`src/rtl/bfp_width_tracker.sv`:
```
// Block-floating-point width tracker.
// Watches every butterfly output written during one FFT stage and keeps the
// widest two's-complement magnitude seen. When the stage ends it publishes that
// width for the next stage's normaliser and adds the implied left shift to the
// frame's block exponent.
module bfp_width_tracker #(
    parameter int FFT_DW            = 16,
    parameter int FFT_MAX_BIT_WIDTH = 5,
    parameter int EXP_W             = 6
) (
    input  logic                         clk,
    input  logic                         rst,
    input  logic                         frame_start,
    input  logic                         stage_start,
    input  logic                         sample_valid,
    input  logic [FFT_DW-1:0]            sample_re,
    input  logic [FFT_DW-1:0]            sample_im,
    input  logic                         stage_done,
    output logic                         width_valid,
    output logic [FFT_MAX_BIT_WIDTH-1:0] current_variable_bit_width,
    output logic [EXP_W-1:0]             block_exponent,
    output logic                         busy
);

    localparam int MBW     = FFT_MAX_BIT_WIDTH;
    localparam int SUM_W   = EXP_W + FFT_MAX_BIT_WIDTH + 1;
    localparam int EXP_MAX = (2 ** EXP_W) - 1;

    typedef enum logic [1:0] {
        S_IDLE    = 2'd0,
        S_COLLECT = 2'd1,
        S_DRAIN   = 2'd2,
        S_REPORT  = 2'd3
    } state_t;

    // Significant-bit count of a two's-complement value. The most negative
    // value (-1.0) needs the full word; other negatives are measured on ~x.
    function automatic logic [MBW-1:0] sample_width(input logic [FFT_DW-1:0] x);
        logic [FFT_DW-1:0] v;
        logic [MBW-1:0]    w;
        w = '0;
        if (x == {1'b1, {(FFT_DW-1){1'b0}}}) begin
            w = MBW'(FFT_DW);
        end else begin
            v = x[FFT_DW-1] ? ~x : x;
            for (int i = 0; i < FFT_DW; i++) begin
                if (v[i]) begin
                    w = MBW'(i + 1);
                end
            end
        end
        return w;
    endfunction

    state_t               state_q, state_d;
    logic                 drain_cnt_q, drain_cnt_d;
    logic                 p1_valid_q, p1_valid_d;
    logic [MBW-1:0]       p1_width_q, p1_width_d;
    logic [MBW-1:0]       run_max_q, run_max_d;
    logic [MBW-1:0]       width_q, width_d;
    logic                 width_valid_q, width_valid_d;
    logic [EXP_W-1:0]     exp_q, exp_d;

    logic [FFT_DW-1:0]    lane_data [2];
    logic [MBW-1:0]       lane_width [2];
    logic [MBW-1:0]       sample_w;
    logic [MBW-1:0]       shift;
    logic [EXP_W-1:0]     exp_base;
    logic [SUM_W-1:0]     exp_sum;

    assign lane_data[0] = sample_re;
    assign lane_data[1] = sample_im;

    // One width detector per component of the complex sample.
    generate
        for (genvar gi = 0; gi < 2; gi++) begin : g_lane
            assign lane_width[gi] = sample_width(lane_data[gi]);
        end
    endgenerate

    assign sample_w = (lane_width[0] > lane_width[1]) ? lane_width[0] : lane_width[1];

    // Shift implied by the finished stage's width, and the saturating exponent
    // sum. A frame clear in the same cycle zeroes the base before adding.
    always_comb begin
        shift = '0;
        if (run_max_q != '0 && run_max_q != MBW'(FFT_DW - 1) && run_max_q != MBW'(FFT_DW)) begin
            shift = MBW'(FFT_DW - 1) - run_max_q;
        end
        exp_base = frame_start ? '0 : exp_q;
        exp_sum  = SUM_W'(exp_base) + SUM_W'(shift);
    end

    // Next-state logic: stage FSM, P1 width capture, P2 running max, report.
    always_comb begin
        state_d       = state_q;
        drain_cnt_d   = drain_cnt_q;
        p1_valid_d    = 1'b0;
        p1_width_d    = p1_width_q;
        run_max_d     = run_max_q;
        width_d       = width_q;
        width_valid_d = 1'b0;
        exp_d         = exp_base;

        if (p1_valid_q && (p1_width_q > run_max_q)) begin
            run_max_d = p1_width_q;
        end

        case (state_q)
            S_IDLE: begin
                if (stage_start) begin
                    state_d   = S_COLLECT;
                    run_max_d = '0;
                end
            end
            S_COLLECT: begin
                if (stage_start) begin
                    run_max_d = '0;
                end else begin
                    if (sample_valid) begin
                        p1_valid_d = 1'b1;
                        p1_width_d = sample_w;
                    end
                    if (stage_done) begin
                        state_d     = S_DRAIN;
                        drain_cnt_d = 1'b0;
                    end
                end
            end
            S_DRAIN: begin
                if (stage_start) begin
                    state_d   = S_COLLECT;
                    run_max_d = '0;
                end else if (drain_cnt_q) begin
                    // Pipeline is flushed: publish so outputs show in REPORT.
                    state_d       = S_REPORT;
                    width_d       = run_max_q;
                    width_valid_d = 1'b1;
                    exp_d         = (exp_sum > SUM_W'(EXP_MAX)) ? '1 : exp_sum[EXP_W-1:0];
                end else begin
                    drain_cnt_d = 1'b1;
                end
            end
            S_REPORT: begin
                if (stage_start) begin
                    state_d   = S_COLLECT;
                    run_max_d = '0;
                end else begin
                    state_d = S_IDLE;
                end
            end
            default: state_d = S_IDLE;
        endcase
    end

    // State register with synchronous reset; reset discards any partial stage.
    always_ff @(posedge clk) begin
        if (rst) begin
            state_q       <= S_IDLE;
            drain_cnt_q   <= 1'b0;
            p1_valid_q    <= 1'b0;
            p1_width_q    <= '0;
            run_max_q     <= '0;
            width_q       <= '0;
            width_valid_q <= 1'b0;
            exp_q         <= '0;
        end else begin
            state_q       <= state_d;
            drain_cnt_q   <= drain_cnt_d;
            p1_valid_q    <= p1_valid_d;
            p1_width_q    <= p1_width_d;
            run_max_q     <= run_max_d;
            width_q       <= width_d;
            width_valid_q <= width_valid_d;
            exp_q         <= exp_d;
        end
    end

    assign width_valid                = width_valid_q;
    assign current_variable_bit_width = width_q;
    assign block_exponent             = exp_q;
    assign busy                       = (state_q != S_IDLE);

endmodule
```
`config.mk`:
```
export PLATFORM = sky130hd
export DESIGN_NAME = bfp_width_tracker
export DESIGN_NICKNAME = d
export VERILOG_FILES = /design/src/rtl/bfp_width_tracker.sv
export SDC_FILE = /design/constraint.sdc
export NUM_CORES = 1
export LEC_CHECK = 0
export ABC_AREA = 1
export CORE_AREA = 2 2 55 96
export CTS_CLUSTER_DIAMETER = 80
export CTS_CLUSTER_SIZE = 25
export DETAILED_ROUTE_END_ITERATION = 7
export DIE_AREA = 0 0 57 98
export PLACE_DENSITY = 0.88
export SYNTH_ARGS = -nofsm -noshare
export SYNTH_HDL_FRONTEND = slang
export SYNTH_SLANG_ARGS = --single-unit
export TNS_END_PERCENT = 10
```
`constraint.sdc`:
```
create_clock -name clk -period 4.24 [get_ports clk]
set_input_delay 0.848 -clock clk [delete_from_list [all_inputs] [get_ports clk]]
set_output_delay 0.848 -clock clk [all_outputs]
set_load 0.01 [all_outputs]
```
* Word-level counts from Yosys, hierarchy flattened
Cells that the tools add are included.
W data, S select, Z words.
** Word-level totals
- Flip-flop bits (word level) :: 26
- Input bits :: 38
- Output and inout port bits :: 13
- Word-level logic and storage cells :: 104
** Operators by class
- Add/sub/neg operators :: 2
- Order comparisons :: 3
- Equal/unequal tests :: 13
- Multiplexer cells :: 59
- Bitwise logic cells :: 5
- Reductions and logical operators :: 14
** Operators by type and width (number)
- $mux W5 :: 37
- $eq A16 B16 Y1 const B :: 2
- $mux W16 :: 2
- $not A16 Y16 :: 2
- $mux W6 :: 5
- $gt A5 B5 Y1 :: 2
- $mux W2 :: 5
- $mux W1 :: 8
- $ne A2 B2 Y1 const B :: 4
- $pmux W2 S4 :: 1
- $reduce_and A4 Y1 :: 2
- $add A6 B5 Y7 :: 1
- $gt A7 B6 Y1 const B :: 1
- $reduce_and A3 Y1 :: 2
- $reduce_or A3 Y1 :: 2
- $ne A5 B4 Y1 const B :: 1
- $ne A5 B5 Y1 const B :: 1
- $reduce_bool A5 Y1 :: 1
- $sub A4 B5 Y5 const A :: 1
- $eq A2 B2 Y1 const B :: 2
- $reduce_bool A2 Y1 :: 2
- $reduce_or A4 Y1 :: 1
- $logic_and A1 B1 Y1 :: 3
- $ne A3 B1 Y1 const B :: 1
- 5 further kinds :: 7

* Logic depth before layout (Yosys ltp)
- Depth after elaboration :: 21
- Mapped depth :: 26
- Depth with buffers taken out :: 25

* Worst setup path after synthesis
Ideal clock, no wire load.
- Kind :: input to register
- From :: input sample_im[15]
- To :: register p1_width_q[4]
- Library setup time :: 0.070 ns
- Arrival :: 3.031 ns
- Slack :: 1.139 ns
- Stages on the path :: 17
- Cell sequence :: buf_6 > buf_12 > xnor2_4 > and2_1 > nand2_1 > a21oi_1 > nor2_1 > nor2_1 > o21ai_2 > ha_1 > nand3_1 > or2_2 > a32oi_1 > inv_1 > a21oi_1 > o21ai_0 > a21oi_1
** Between the ends
- Cells in the longest elaborated chain, start to end :: 20
- Elaborated cells on any way between the ends :: 22
- Those cells by class :: 1 x order compare; 1 x eq/ne; 19 x mux; 1 x bitwise
** RTL lines
- from (decl) :: line 17 : input logic [FFT_DW-1:0] sample_im,
- $mux W16 :: line 45 : v = x[FFT_DW-1] ? ~x : x;
- $mux W1 :: line 47 : if (v[i]) begin
- $mux W5 (15 in a row) :: line 47
- $mux W5 (*) :: line 42 : if (x == {1'b1, {(FFT_DW-1){1'b0}}}) begin
- $gt A5 B5 Y1 :: line 81 : assign sample_w = (lane_width[0] > lane_width[1]) ? lane_width[0] : lane_width[1];
- $mux W5 (*) :: line 81
- to (signal assigned) :: line 171 : p1_width_q <= p1_width_d;
- to (decl) :: line 58 : logic [MBW-1:0] p1_width_q, p1_width_d;
Mark *: on every way between the ends. The rest lies on a longest branch, timed or not.
A chain may end at the register's enable or synchronous reset.

* Final worst setup path
Same ends and word-level chain as after synthesis.

==> reports/metrics.csv <==
metric;value;unit
status;completed;
die_h;98;um
final_cell_area;0.00290;mm^2
slew_headroom;0.537;
synthArstFlopShare;0;
min_period;3640;ps
cts_tree;built;
cts_buffers;3;
arrival;3840;ps
cap_violations;0;
antenna_cells;0;
track_usage;0.187;
syn_avg_cell_area;6.83;um^2
power_frac_clock;0.225;
vias_per_cell;5.27;
drive_gt1_frac;0.0460;
top_layer_used;met4;
p_switching;0.000254;W
hold_violations;0;
rsz0062_at_grt;false;
cts_root_buf;clkbuf_8;
hpwlAfterDp;4190;um
row_count;34;
comb_power_share;0.397;
fin_tns_setup;0;ps
clock_latency;270;ps
antenna_found_initial;0;
dieArea;0.00559;mm^2
synth_edf_count;0;
io_pins;51;
die_w;57;um
vdd_drop_max;226;uV
post_drt_wl_per_cell;11.4;um
ant_nets;0;
whs;470;ps
worst-path-max-fanout;16;
switching_share;0.348;
nNetsFinal;453;
hold_buffers;0;
ys_ff_latch;26;
port_buffers;50;
timing.final.crit_share;0.859;
place_congestion;0.832;
finalPower;0.000730;W
syn_area;0.00233;mm^2
yosysTopAreaCellShare;0.223;
core_region_area;0.00485;mm^2
yosys_most_used_dff;dfxtp_1;
seq_power_share;0.379;
drt_iter0_markers;53;
worst_slew_pin_slew;693;ps
p_leak;1.34;nW
postCtsResizedCells;0;
cts_setup_buffers;0;
crit_required;4430;ps
finalSetupViolations;0;
start_util;0.481;
clockBufferDepth;2;
nFillCells;444;
synth_area_leader_cell;dfxtp_1;
synth_fp_nets;403;
cp-start-kind;primary input;
intPower;0.000476;W
critPathKind;primary input to register;
wl;5060;um
yosys-top-cells-area;dfxtp_1 (22%), nand2_1 (14%), ha_1 (12%);
slew_viol_final;0;
overflow;0;
h-tree-depth;1;
grt_pass1_vias;2325;
grt_pass1_wl;8710;um
area_growth_syn_to_layout;24.2;%
wl_met1;1820;um
grt_max_degree;18;
yosys_warnings;0;
post-route-util;0.598;
vias;2347;
drtPass1Iterations;4;
fmax;274;MHz
hold_path_class;register to register;
met2_length;2900;um
met3_length;177;um
route.detailed.drc;0;
powerDensity;252;mW/mm^2
dpl_cell_area;0.00284;mm^2
crit_path_end_kind;register;
cts.reportedPaths.clkPinSlew;90;ps
cts_sinks;26;
ys_types;37;
clock_skew;3.84;ps
postSynthCellCount;342;
yosysSeqAreaShare;0.223;
==> synth_stat cells (2+ instances only) <==
master	n
xnor2_1	20
inv_1	46
or2_2	3
nand2_1	85
nor2_1	29
a21oi_1	33
a211oi_1	2
nor4_1	5
nand4_1	3
buf_12	2
nor3_1	3
xor2_1	4
nand3_1	11
o31ai_1	3
o21bai_1	2
o21ai_0	18
buf_6	2
a31oi_1	2
dfxtp_1	26
a21oi_2	2
ha_1	22
clkbuf_1	3
a21boi_0	2
==> final cells by class <==
| class | count | area, um^2 | share of cell area |
|---|---|---|---|
| Timing Repair Buffer | 52 | 515 | 0.178 |
| Clock buffer | 4 | 55.1 | 0.0190 |
| Multi-Input combinational cell | 263 | 1570 | 0.541 |
| Sequential cell | 26 | 520 | 0.180 |
| Inverter | 46 | 173 | 0.0596 |
| Tap cell | 54 | 67.6 | 0.0233 |
==> critical path, stage by stage <==
cell	delay (ps)
clkdlybuf4s50_1	490
buf_4	270
xnor2_1	160
and2_1	160
nand2_1	50
a21oi_1	130
nor2_1	50
nor2_1	110
o21ai_2	90
ha_1	300
nand3_1	100
or2_2	290
a32oi_1	220
inv_1	180
a21oi_1	140
o21ai_0	100
a21oi_1	140
==> registers in the layout, summed over array words and instances, names as in the netlist <==
signal                      count
width_valid                     1
drain_cnt_q                     1
state_q                         2
run_max_q                       5
current_variable_bit_width      5
p1_valid_q                      1
block_exponent                  6
p1_width_q                      5
==> metal layers <==
metal / vias to the layer above / track usage
met5: - / 0
met4: 0 / 0.0859
met3: 17 / 0.0225
met2: 75 / 0.384
met1: 1047 / 0.170
li1: 1208 / -
==> metrics by stage <==
stage	cells	setup WS, ps
floorplan	342	1140
finish	445	596
detailed placement	441	321
global route	445	262
CTS	445	592
global placement	441	452
==> cell usage in the layout (no fill, tap or decap), drive strengths merged <==
cell type / Yosys / layout
and2: 2 / 2
o21bai: 2 / 2
inv: 46 / 46
clkbuf: 3 / 4
nand3: 12 / 12
or2: 3 / 3
nor3: 3 / 3
nand2: 85 / 85
clkdlybuf4s50: 0 / 50
o21ai: 20 / 20
dfxtp: 26 / 26
nor4b: 1 / 1
fa: 1 / 1
a211oi: 2 / 2
a21oi: 35 / 35
a2111oi: 1 / 1
o31ai: 3 / 3
buf: 4 / 2
nor2: 30 / 30
xor2: 4 / 4
xnor2: 22 / 22
a21boi: 2 / 2
nand4: 3 / 3
a32oi: 1 / 1
nor4: 6 / 6
o211ai: 1 / 1
ha: 22 / 22
a31oi: 2 / 2
==> worst paths after layout <==
check                                                                 from                                         end  slack [ps]  cells after the start
worst min register to register  current_variable_bit_width[0]$_SDFFE_PP0P_  current_variable_bit_width[0]$_SDFFE_PP0P_         470                      2
worst max-delay path                                         sample_im[15]                  p1_width_q[4]$_SDFFE_PP0P_         600                     17
worst min-delay path            current_variable_bit_width[0]$_SDFFE_PP0P_  current_variable_bit_width[0]$_SDFFE_PP0P_         470                      2
worst max register to register                   run_max_q[1]$_SDFFE_PP0P_                block_exponent[5]$_SDFF_PP0_        1620                     12
==> power groups by stage <==
| stage | sequential, W | clock [W] | combinational (W) |
|---|---|---|---|
| 2_1_floorplan | 0.000279 | 0 | 0.000199 |
| 3_3_place_gp | 0.000281 | 0 | 0.000278 |
| 3_5_place_dp | 0.000283 | 0 | 0.000288 |
| 4_1_cts | 0.000277 | 0.000163 | 0.000290 |
| 5_1_grt | 0.000279 | 0.000168 | 0.000327 |
| 6_report | 0.000276 | 0.000164 | 0.000290 |
==> logic make-up (layout without fill, tap and decap cells) <==
kind of cell | Yosys count | in the layout | synth area share
AND/OR/NAND/NOR | 145 | 145 | 0.268
AO/OA/AOI/OAI | 69 | 69 | 0.168
buffers and inverters | 53 | 102 | 0.106
XOR/XNOR | 26 | 26 | 0.109
flip-flops | 26 | 26 | 0.223
adder cells (fa/ha/maj) | 23 | 23 | 0.126
Power figures use the tool's default switching activity.
